[src/rtl/branch_resolve_unit_rv32i.sv]
// Branch resolve unit for RV32I conditional branches.
// Evaluates the branch condition, computes the next fetch address, registers
// the result behind a valid/ready handshake, and raises a multi-cycle flush
// after every taken branch. It also keeps saturating statistics counters.
module branch_resolve_unit_rv32i #(
    parameter int FLUSH_CYCLES = 2,
    parameter int CNT_W        = 32
) (
    input  logic             clk,
    input  logic             rst_n,
    input  logic             in_valid,
    output logic             in_ready,
    input  logic [2:0]       comp_code,
    input  logic [31:0]      rs1_val,
    input  logic [31:0]      rs2_val,
    input  logic [31:0]      pc,
    input  logic [31:0]      imm,
    output logic             out_valid,
    input  logic             out_ready,
    output logic             out_taken,
    output logic [31:0]      out_next_pc,
    output logic             out_misalign,
    output logic             flush,
    output logic [CNT_W-1:0] branch_cnt,
    output logic [CNT_W-1:0] taken_cnt
);

    typedef enum logic [0:0] {
        IDLE  = 1'b0,
        FLUSH = 1'b1
    } state_t;

    localparam logic [3:0]       FLUSH_LIM = 4'(FLUSH_CYCLES);
    localparam logic [CNT_W-1:0] CNT_MAX   = {CNT_W{1'b1}};
    localparam logic [CNT_W-1:0] CNT_ONE   = CNT_W'(1);

    // Condition evaluation for the decoded compare code; none/reserved never match.
    function automatic logic cond_met(input logic [2:0]  code,
                                      input logic [31:0] a,
                                      input logic [31:0] b);
        logic res;
        case (code)
            3'b001:  res = (a == b);
            3'b010:  res = (a != b);
            3'b011:  res = ($signed(a) <  $signed(b));
            3'b100:  res = ($signed(a) >= $signed(b));
            3'b101:  res = (a <  b);
            3'b110:  res = (a >= b);
            default: res = 1'b0;
        endcase
        return res;
    endfunction

    // True for real branch encodings (BEQ..BGEU), which are the ones counted.
    function automatic logic is_branch(input logic [2:0] code);
        logic res;
        case (code)
            3'b001, 3'b010, 3'b011,
            3'b100, 3'b101, 3'b110: res = 1'b1;
            default:                res = 1'b0;
        endcase
        return res;
    endfunction

    state_t      state_r;
    state_t      state_nx_s;
    logic [3:0]  flush_cnt_r;
    logic [3:0]  flush_cnt_nx_s;

    logic        ready_s;
    logic        accept_s;
    logic [31:0] target_s;
    logic [31:0] seq_pc_s;
    logic        met_s;
    logic        misalign_s;
    logic        taken_s;
    logic [31:0] next_pc_s;

    logic        out_valid_r;
    logic        out_taken_r;
    logic [31:0] out_next_pc_r;
    logic        out_misalign_r;
    logic [CNT_W-1:0] branch_cnt_r;
    logic [CNT_W-1:0] taken_cnt_r;

    // Handshake: only IDLE accepts, and only when the result slot frees up this cycle.
    always_comb begin
        ready_s  = (state_r == IDLE) && (!out_valid_r || out_ready);
        accept_s = in_valid && ready_s;
    end

    // Resolve datapath: target, fall-through address and taken/misalign decision.
    always_comb begin
        target_s   = pc + imm;
        seq_pc_s   = pc + 32'd4;
        met_s      = cond_met(comp_code, rs1_val, rs2_val);
        misalign_s = met_s && (target_s[1:0] != 2'b00);
        taken_s    = met_s && !misalign_s;
        if (taken_s) begin
            next_pc_s = target_s;
        end else begin
            next_pc_s = seq_pc_s;
        end
    end

    // FSM state and flush counter registers.
    always_ff @(posedge clk or negedge rst_n) begin
        if (!rst_n) begin
            state_r     <= IDLE;
            flush_cnt_r <= 4'd0;
        end else begin
            state_r     <= state_nx_s;
            flush_cnt_r <= flush_cnt_nx_s;
        end
    end

    // FSM next state: a taken accept opens a flush window of FLUSH_CYCLES cycles.
    always_comb begin
        state_nx_s     = state_r;
        flush_cnt_nx_s = flush_cnt_r;
        case (state_r)
            IDLE: begin
                if (accept_s && taken_s) begin
                    state_nx_s     = FLUSH;
                    flush_cnt_nx_s = 4'd1;
                end else begin
                    state_nx_s     = IDLE;
                    flush_cnt_nx_s = 4'd0;
                end
            end
            FLUSH: begin
                if (flush_cnt_r >= FLUSH_LIM) begin
                    state_nx_s     = IDLE;
                    flush_cnt_nx_s = 4'd0;
                end else begin
                    state_nx_s     = FLUSH;
                    flush_cnt_nx_s = flush_cnt_r + 4'd1;
                end
            end
            default: begin
                state_nx_s     = IDLE;
                flush_cnt_nx_s = 4'd0;
            end
        endcase
    end

    // Result register: load on accept, drop valid on consume, otherwise hold steady.
    always_ff @(posedge clk or negedge rst_n) begin
        if (!rst_n) begin
            out_valid_r    <= 1'b0;
            out_taken_r    <= 1'b0;
            out_next_pc_r  <= 32'd0;
            out_misalign_r <= 1'b0;
        end else if (accept_s) begin
            out_valid_r    <= 1'b1;
            out_taken_r    <= taken_s;
            out_next_pc_r  <= next_pc_s;
            out_misalign_r <= misalign_s;
        end else if (out_ready) begin
            out_valid_r    <= 1'b0;
        end else begin
            out_valid_r    <= out_valid_r;
        end
    end

    // Saturating statistics counters for accepted and taken branches.
    always_ff @(posedge clk or negedge rst_n) begin
        if (!rst_n) begin
            branch_cnt_r <= '0;
            taken_cnt_r  <= '0;
        end else begin
            if (accept_s && is_branch(comp_code) && (branch_cnt_r != CNT_MAX)) begin
                branch_cnt_r <= branch_cnt_r + CNT_ONE;
            end else begin
                branch_cnt_r <= branch_cnt_r;
            end
            if (accept_s && taken_s && (taken_cnt_r != CNT_MAX)) begin
                taken_cnt_r <= taken_cnt_r + CNT_ONE;
            end else begin
                taken_cnt_r <= taken_cnt_r;
            end
        end
    end

    assign in_ready     = ready_s;
    assign out_valid    = out_valid_r;
    assign out_taken    = out_taken_r;
    assign out_next_pc  = out_next_pc_r;
    assign out_misalign = out_misalign_r;
    assign flush        = (state_r == FLUSH);
    assign branch_cnt   = branch_cnt_r;
    assign taken_cnt    = taken_cnt_r;

endmodule

[config.mk]
export PLATFORM = sky130hd
export DESIGN_NAME = branch_resolve_unit_rv32i
export DESIGN_NICKNAME = d
export VERILOG_FILES = /design/src/rtl/branch_resolve_unit_rv32i.sv
export SDC_FILE = /design/constraint.sdc
export NUM_CORES = 1
export LEC_CHECK = 0
export ABC_AREA = 0
export ABC_CLOCK_PERIOD_IN_PS = 6050
export CAP_MARGIN = 40
export CORE_MARGIN = 3
export CORE_UTILIZATION = 35
export CTS_BUF_LIST = sky130_fd_sc_hd__clkbuf_8
export CTS_CLUSTER_SIZE = 28
export DETAILED_ROUTE_END_ITERATION = 10
export SLEW_MARGIN = 20
export SYNTH_ARGS = -nofsm -noshare
export SYNTH_HDL_FRONTEND = slang
export SYNTH_SLANG_ARGS = --single-unit
[constraint.sdc]
create_clock -name clk -period 6.05 [get_ports clk]
set_input_delay 1.21 -clock clk [delete_from_list [all_inputs] [get_ports clk]]
set_output_delay 1.21 -clock clk [all_outputs]
set_load 0.1 [all_outputs]
Word level (Yosys, flattened, before mapping)

Cells that the tools add are included.

$add $sub $neg: 5
Multipliers: 0
Div/mod/pow operators: 0
$lt $le $gt $ge: 5
Equal/unequal tests: 10
Shift operators: 0
Mux-type cells: 11
Bitwise operators: 1
Reduce and logical (&&, ||, !) cells: 14

Operators by type and width:

| kind                                                              | number |
|---|---|
| adder 32 x 1 -> 32 bit, second input constant                     | 2 |
| greater-or-equal comparator 32 bit                                | 2 |
| less-than comparator 32 bit                                       | 2 |
| != test 32 bit, second input constant                             | 2 |
| adder 32 x 3 -> 32 bit, second input constant                     | 1 |
| adder 32 bit                                                      | 1 |
| == test 32 bit                                                    | 1 |
| two-way mux 32 bit                                                | 1 |
| != test 32 bit                                                    | 1 |
| == test 3 bit, second input constant                              | 3 |
| logical AND 1 bit                                                 | 8 |
| case mux 4 bit (2 select lines)                                   | 1 |
| == test 3 x 2 -> 1 bit, second input constant                     | 2 |
| two-way mux 1 bit                                                 | 6 |
| case mux 1 bit (6 select lines)                                   | 1 |
| OR reduction 6 bit                                                | 1 |
| adder 4 x 1 -> 4 bit, second input constant                       | 1 |
| greater-or-equal comparator 4 x 2 -> 1 bit, second input constant | 1 |
| two-way mux 4 bit                                                 | 1 |
| nonzero test 2 bit                                                | 2 |
| == test 3 x 1 -> 1 bit, second input constant                     | 1 |
| zero test 1 bit                                                   | 2 |
| case mux 1 bit (2 select lines)                                   | 1 |
| logical OR 1 bit                                                  | 1 |
| NOT 1 bit                                                         | 1 |

Register bits after elaboration: 104
Latch bits: 0
Bits in writable memories: 0
ROM bits: 0
Input bits: 135
Output and inout port bits: 101
Word-level logic and storage cells: 54
Memories kept: 0

Longest topological paths before layout

Depth in word-level cells: 8
Mapped depth: 14
Gate-level depth less buffers: 14

Least setup slack after synthesis

Ideal clock, no wire load.

Path type: input-to-reg
Start: input out_ready
End: register branch_cnt_r[27], in the netlist branch_cnt[27]
Library setup time: 162 ps
Arrival time: 4472 ps
Data required time: 5888 ps
Path slack: 1417 ps
Stages: 10
Path buffers: 0
Cells stage by stage: inv_1 -> a21oi_1 -> and2_1 -> o211a_1 -> nand4_1 -> nor4_1 -> and2b_1 -> nand2b_1 -> nor3_1 -> xor2_1

Word-level cells in the longest chain between the ends: 5

RTL lines:

| element                         | line | text |
|---|---|---|
| start: declaration              | 19   | `input logic out_ready,` |
| logical OR 1 bit                | 88   | `ready_s = (state_r == IDLE) && (!out_valid_r \|\| out_ready);` |
| logical AND 1 bit               | 88   |  |
| via in_ready                    | 12   | `output logic in_ready,` |
| logical AND 1 bit               | 89   | `accept_s = in_valid && ready_s;` |
| logical AND 1 bit (2 in series) | 172  | `if (accept_s && is_branch(comp_code) && (branch_cnt_r != CNT_MAX)) begin` |
| end signal: assignment          | 173  | `branch_cnt_r <= branch_cnt_r + CNT_ONE;` |
| end signal: assignment          | 175  | `branch_cnt_r <= branch_cnt_r;` |
| end: declaration                | 83   | `logic [CNT_W-1:0] branch_cnt_r;` |

The timed path passes the listed nets, and every way through them passes these cells.
A chain may end at the register's enable or synchronous reset.

Worst setup path in the final report

Start: input rs2_val[15]
End: register taken_cnt_r[18], in the netlist taken_cnt[18]

Word-level cells in the longest chain between the ends: 7
Elaborated cells between the ends (all ways): 12
Classes of those cells: order compare (4); eq/ne (2); mux (1); reduce/logical (5)

RTL lines:

| element                                                    | line | text |
|---|---|---|
| start: declaration                                         | 15   | `input logic [31:0] rs2_val,` |
| greater-or-equal comparator 32 bit (tied with other cells) | 48   | `3'b110: res = (a >= b);` |
| case mux 1 bit (6 select lines) (*)                        | 42   | `case (code)` |
| logical AND 1 bit                                          | 97   | `misalign_s = met_s && (target_s[1:0] != 2'b00);` |
| zero test 1 bit                                            | 98   | `taken_s = met_s && !misalign_s;` |
| logical AND 1 bit (*)                                      | 98   |  |
| logical AND 1 bit (*) (2 in series)                        | 177  | `if (accept_s && taken_s && (taken_cnt_r != CNT_MAX)) begin` |
| end signal: assignment                                     | 178  | `taken_cnt_r <= taken_cnt_r + CNT_ONE;` |
| end signal: assignment                                     | 180  | `taken_cnt_r <= taken_cnt_r;` |
| end: declaration                                           | 84   | `logic [CNT_W-1:0] taken_cnt_r;` |

Every way passes the cells marked *; elsewhere a longest branch is shown, timed or not.

==> flow_metrics.env <==
export IMPL_post_cts_resized=0
export IMPL_wl_per_cell_microns=15.37
export IMPL_power_total_uw=2766
export IMPL_place_gp_congestion=0.8257
export IMPL_stdcell_area_sq_um=12220
export IMPL_wl_met3_microns=1070
export IMPL_mappedNetlistNets=1050
export IMPL_fin_worst_skew_ns=0.02409
export IMPL_yosysSeqAreaShare_pct=34.71
export IMPL_setup_tns_ns=0
export IMPL_ant_nets=0
export IMPL_syn_avg_cell_area_sq_um=8.863
export IMPL_grt_max_degree=63
export IMPL_met2_length_microns=11120
export IMPL_relSlewSlack_pct=51.33
export IMPL_drive_gt1_share_pct=12.38
export IMPL_top_layer="met4"
export IMPL_cp_start_kind="input pin"
export IMPL_antenna_found_initial=1
export IMPL_drt_met1_wl_microns=9816
export IMPL_postCtsHoldBufs=0
export IMPL_synthCells=846
export IMPL_fin_crit_sh_pct=75.98
export IMPL_syn_area_sq_um=7498
export IMPL_post_cts_buffers=0
export IMPL_crit_arrival_ns=4.88
export IMPL_p_per_area_nw_per_um2=226.4
export IMPL_grt_pass1_vias=7364
export IMPL_drtIter0Drc=255
export IMPL_cts_tree="built"
export IMPL_cp_max_fo=13
export IMPL_endpoint_kind="flip-flop"
export IMPL_drv_slew=0
export IMPL_dpl_cell_area_sq_um=11970
export IMPL_num_rows=52
export IMPL_setup_violations=0
export IMPL_finalHoldViolations=0
export IMPL_max_freq_mhz=217.6
export IMPL_drc=0
export IMPL_final_nets=1386
export IMPL_avgViaCountPerCell=4.928
export IMPL_hp_class="flip-flop to flip-flop"
export IMPL_synthMuxAreaShare_pct=1.418
export IMPL_syn_to_final_growth_pct=62.96
export IMPL_ys_types=68
export IMPL_clk_latency_ns=0.40
export IMPL_status="finished, final reports clean"
export IMPL_slowest_stage="or2_1"
export IMPL_routed_via_count=7185
export IMPL_cap_violations=0
export IMPL_worst_hold_slack_ns=0.4819
export IMPL_synth_compound_area_share_pct=14.33
export IMPL_synth_edf_count=0
export IMPL_synth_xor_area_share_pct=13.55
export IMPL_clock_path_buffers=2
export IMPL_dieArea_sq_um=23220
export IMPL_synth_top_family_by_area="simple AND/OR/NAND/NOR gates"
export IMPL_grt_setup_unrepaired="no"
export IMPL_crit_type="input pin to flip-flop"
export IMPL_ctsHtreeMaxLevel=3
export IMPL_ir_drop_v=0.0002009
export IMPL_grt_pass1_wl_microns=37570
export IMPL_cp_slowest_stage_delay_ns=0.46
export IMPL_die_height_microns=152.4
export IMPL_synth_warnings=0
export IMPL_start_util_pct=36.36
export IMPL_crit_family="simple AND/OR/NAND/NOR gates"
export IMPL_port_buffers=235
export IMPL_p_leak_uw=0.005491
export IMPL_period_minus_slack_ns=4.597
export IMPL_ys_seq_elements=104
export IMPL_core_sq_um=20620
export IMPL_synth_ff_type="dfrtp_1"
export IMPL_async_reset_ff_share_pct=100.0
export IMPL_worstMarginPinSlew_ns=0.7235
export IMPL_cp_cell_sequence="clkdlybuf4s50_1 > inv_1 > ha_1 > nand4_1 > nor4_2 > a21boi_1 > o41ai_2 > nand2_1 > mux2_2 > a31o_2 > or2_1 > nor3_4 > nand3_1 > xnor2_1"
export IMPL_clkSinkCount=104
export IMPL_io_pins=236
export IMPL_cts_made_buffers=9
export IMPL_drtPass1Iterations=4
export IMPL_crit_buf_inv=2
export IMPL_synth_fa_ha_area_share_pct=11.61
export IMPL_cp_required_ns=6.34
export IMPL_grt_usage_pct=19.39
export IMPL_overflow=0
export IMPL_synthSimpleGateAreaFrac_pct=20.91
export IMPL_clkTransAtPathRegs_ns=0.12
export IMPL_root_buffer="clkbuf_8"
export IMPL_drt_total_wl_microns=22410
export IMPL_dp_hpwl_microns=18470
export IMPL_fp_dieW_microns=152.4
-- layout by cell type, fill, tap and decap left out, drive strengths merged, types with 7 or more instances in the layout --
cell           netlist  final
clkdlybuf4s50        0    234
buf                  6    107
nand2              105    105
dfrtp              104    104
xnor2               80     80
ha                  68     68
a21oi               55     55
inv                 48     52
nand3               49     49
nor2                49     49
o21ai               46     46
xor2                36     36
nand4               31     31
a21o                23     23
and3                19     19
nor3                12     12
nand2b              10     10
clkbuf              10      9
o211ai               7      7
o21a                 7      7
or3                  7      7
-- logic make-up (layout without fill, tap and decap cells) --
group | Yosys count | count (layout)
buffers and inverters | 64 | 405
other | 1 | 2
DFF | 104 | 104
xor gates and xnor gates | 116 | 116
muxes | 10 | 10
adders and majority gates | 69 | 69
and+or+nand+nor | 312 | 312
AOI/OAI and AO/OA | 170 | 170
-- flip-flops by register name, indices dropped and copies added (netlist names) --
register	cells
out_valid	1
out_next_pc	32
flush	1
out_taken	1
branch_cnt	32
out_misalign	1
flush_cnt_r	4
taken_cnt	32
-- synth_stat cells (2+ instances only) --
cell type | number | area [sq um]
nand3_1 | 48 | 240.2
nand4_1 | 31 | 193.9
xor2_1 | 36 | 315.3
o211ai_1 | 7 | 52.55
o21a_1 | 7 | 52.55
o21ai_1 | 4 | 20.02
mux2i_1 | 5 | 50.05
nor4_1 | 3 | 18.77
nor3_1 | 10 | 50.05
nand2_1 | 105 | 394.1
nor2b_1 | 5 | 31.28
clkbuf_1 | 10 | 37.54
a21o_1 | 23 | 172.7
ha_1 | 68 | 850.8
xnor2_1 | 80 | 700.7
nor4_2 | 3 | 37.54
a211oi_1 | 4 | 30.03
mux2_2 | 5 | 56.30
nor2_1 | 47 | 176.4
dfrtp_1 | 104 | 2603
o21ai_0 | 42 | 210.2
nand2b_1 | 10 | 62.56
and2_1 | 4 | 25.02
a21oi_1 | 54 | 270.3
and3_1 | 19 | 118.9
nor2_4 | 2 | 22.52
a2111oi_0 | 2 | 17.52
and4_1 | 5 | 43.79
inv_1 | 48 | 180.2
or2_2 | 3 | 18.77
o21bai_1 | 3 | 22.52
a31oi_1 | 4 | 25.02
or3_1 | 7 | 43.79
buf_2 | 4 | 20.02
-- per-stage QoR --
| stage | setup WS, ns | util (%) | std cells |
|---|---|---|---|
| floorplan | 1.417 | - | 846 |
| global placement | 1.067 | 49.18 | 1339 |
| detailed placement | 0.9975 | 58.04 | 1440 |
| CTS | 1.442 | 59.10 | 1456 |
| global route | 1.060 | 59.25 | 1458 |
| finish | 1.453 | 59.25 | 1458 |
-- final timing paths --
kind / from / end / slack, ns / depth (start not counted)
setup / recovery: rs2_val[15] / taken_cnt[18] / 1.45 / 14
hold / removal: out_next_pc[1] / out_next_pc[1] / 0.48 / 2
setup reg to reg: flush / branch_cnt[27] / 2.80 / 9
hold reg to reg: out_next_pc[1] / out_next_pc[1] / 0.48 / 2
max in group asynchronous: rst_n / out_next_pc[13] / 4.32 / 3
min in group asynchronous: rst_n / taken_cnt[27] / 0.76 / 2
-- report_power, final --
part	internal (uW)	switching, uW
sequential	764	61.0
combinational	613	859
clock	172	297
-- per-layer routing --
layer	track usage [%]	vias up
met4	4.623	0
met2	33.62	176
met3	3.976	28
met5	0	-
li1	-	3649
met1	24.87	3332
-- worst min-delay path: cells and delay by family, from the launching register on --
kind             cells  cell delay, ns
DFF                  1            0.36
and+or+nand+nor      2            0.10
-- area by class of cell --
class                      count  area, sq um
fill                        1745         8406
multi-input combinational    678         4642
timing repair buffer         341         4237
sequential                   104         2603
tap                          270        337.8
inverter                      48        180.2
clock buffer                   9        123.9
clock inverter                 7        93.84
antenna                        1        2.502
(Power assumes the default switching activity.)
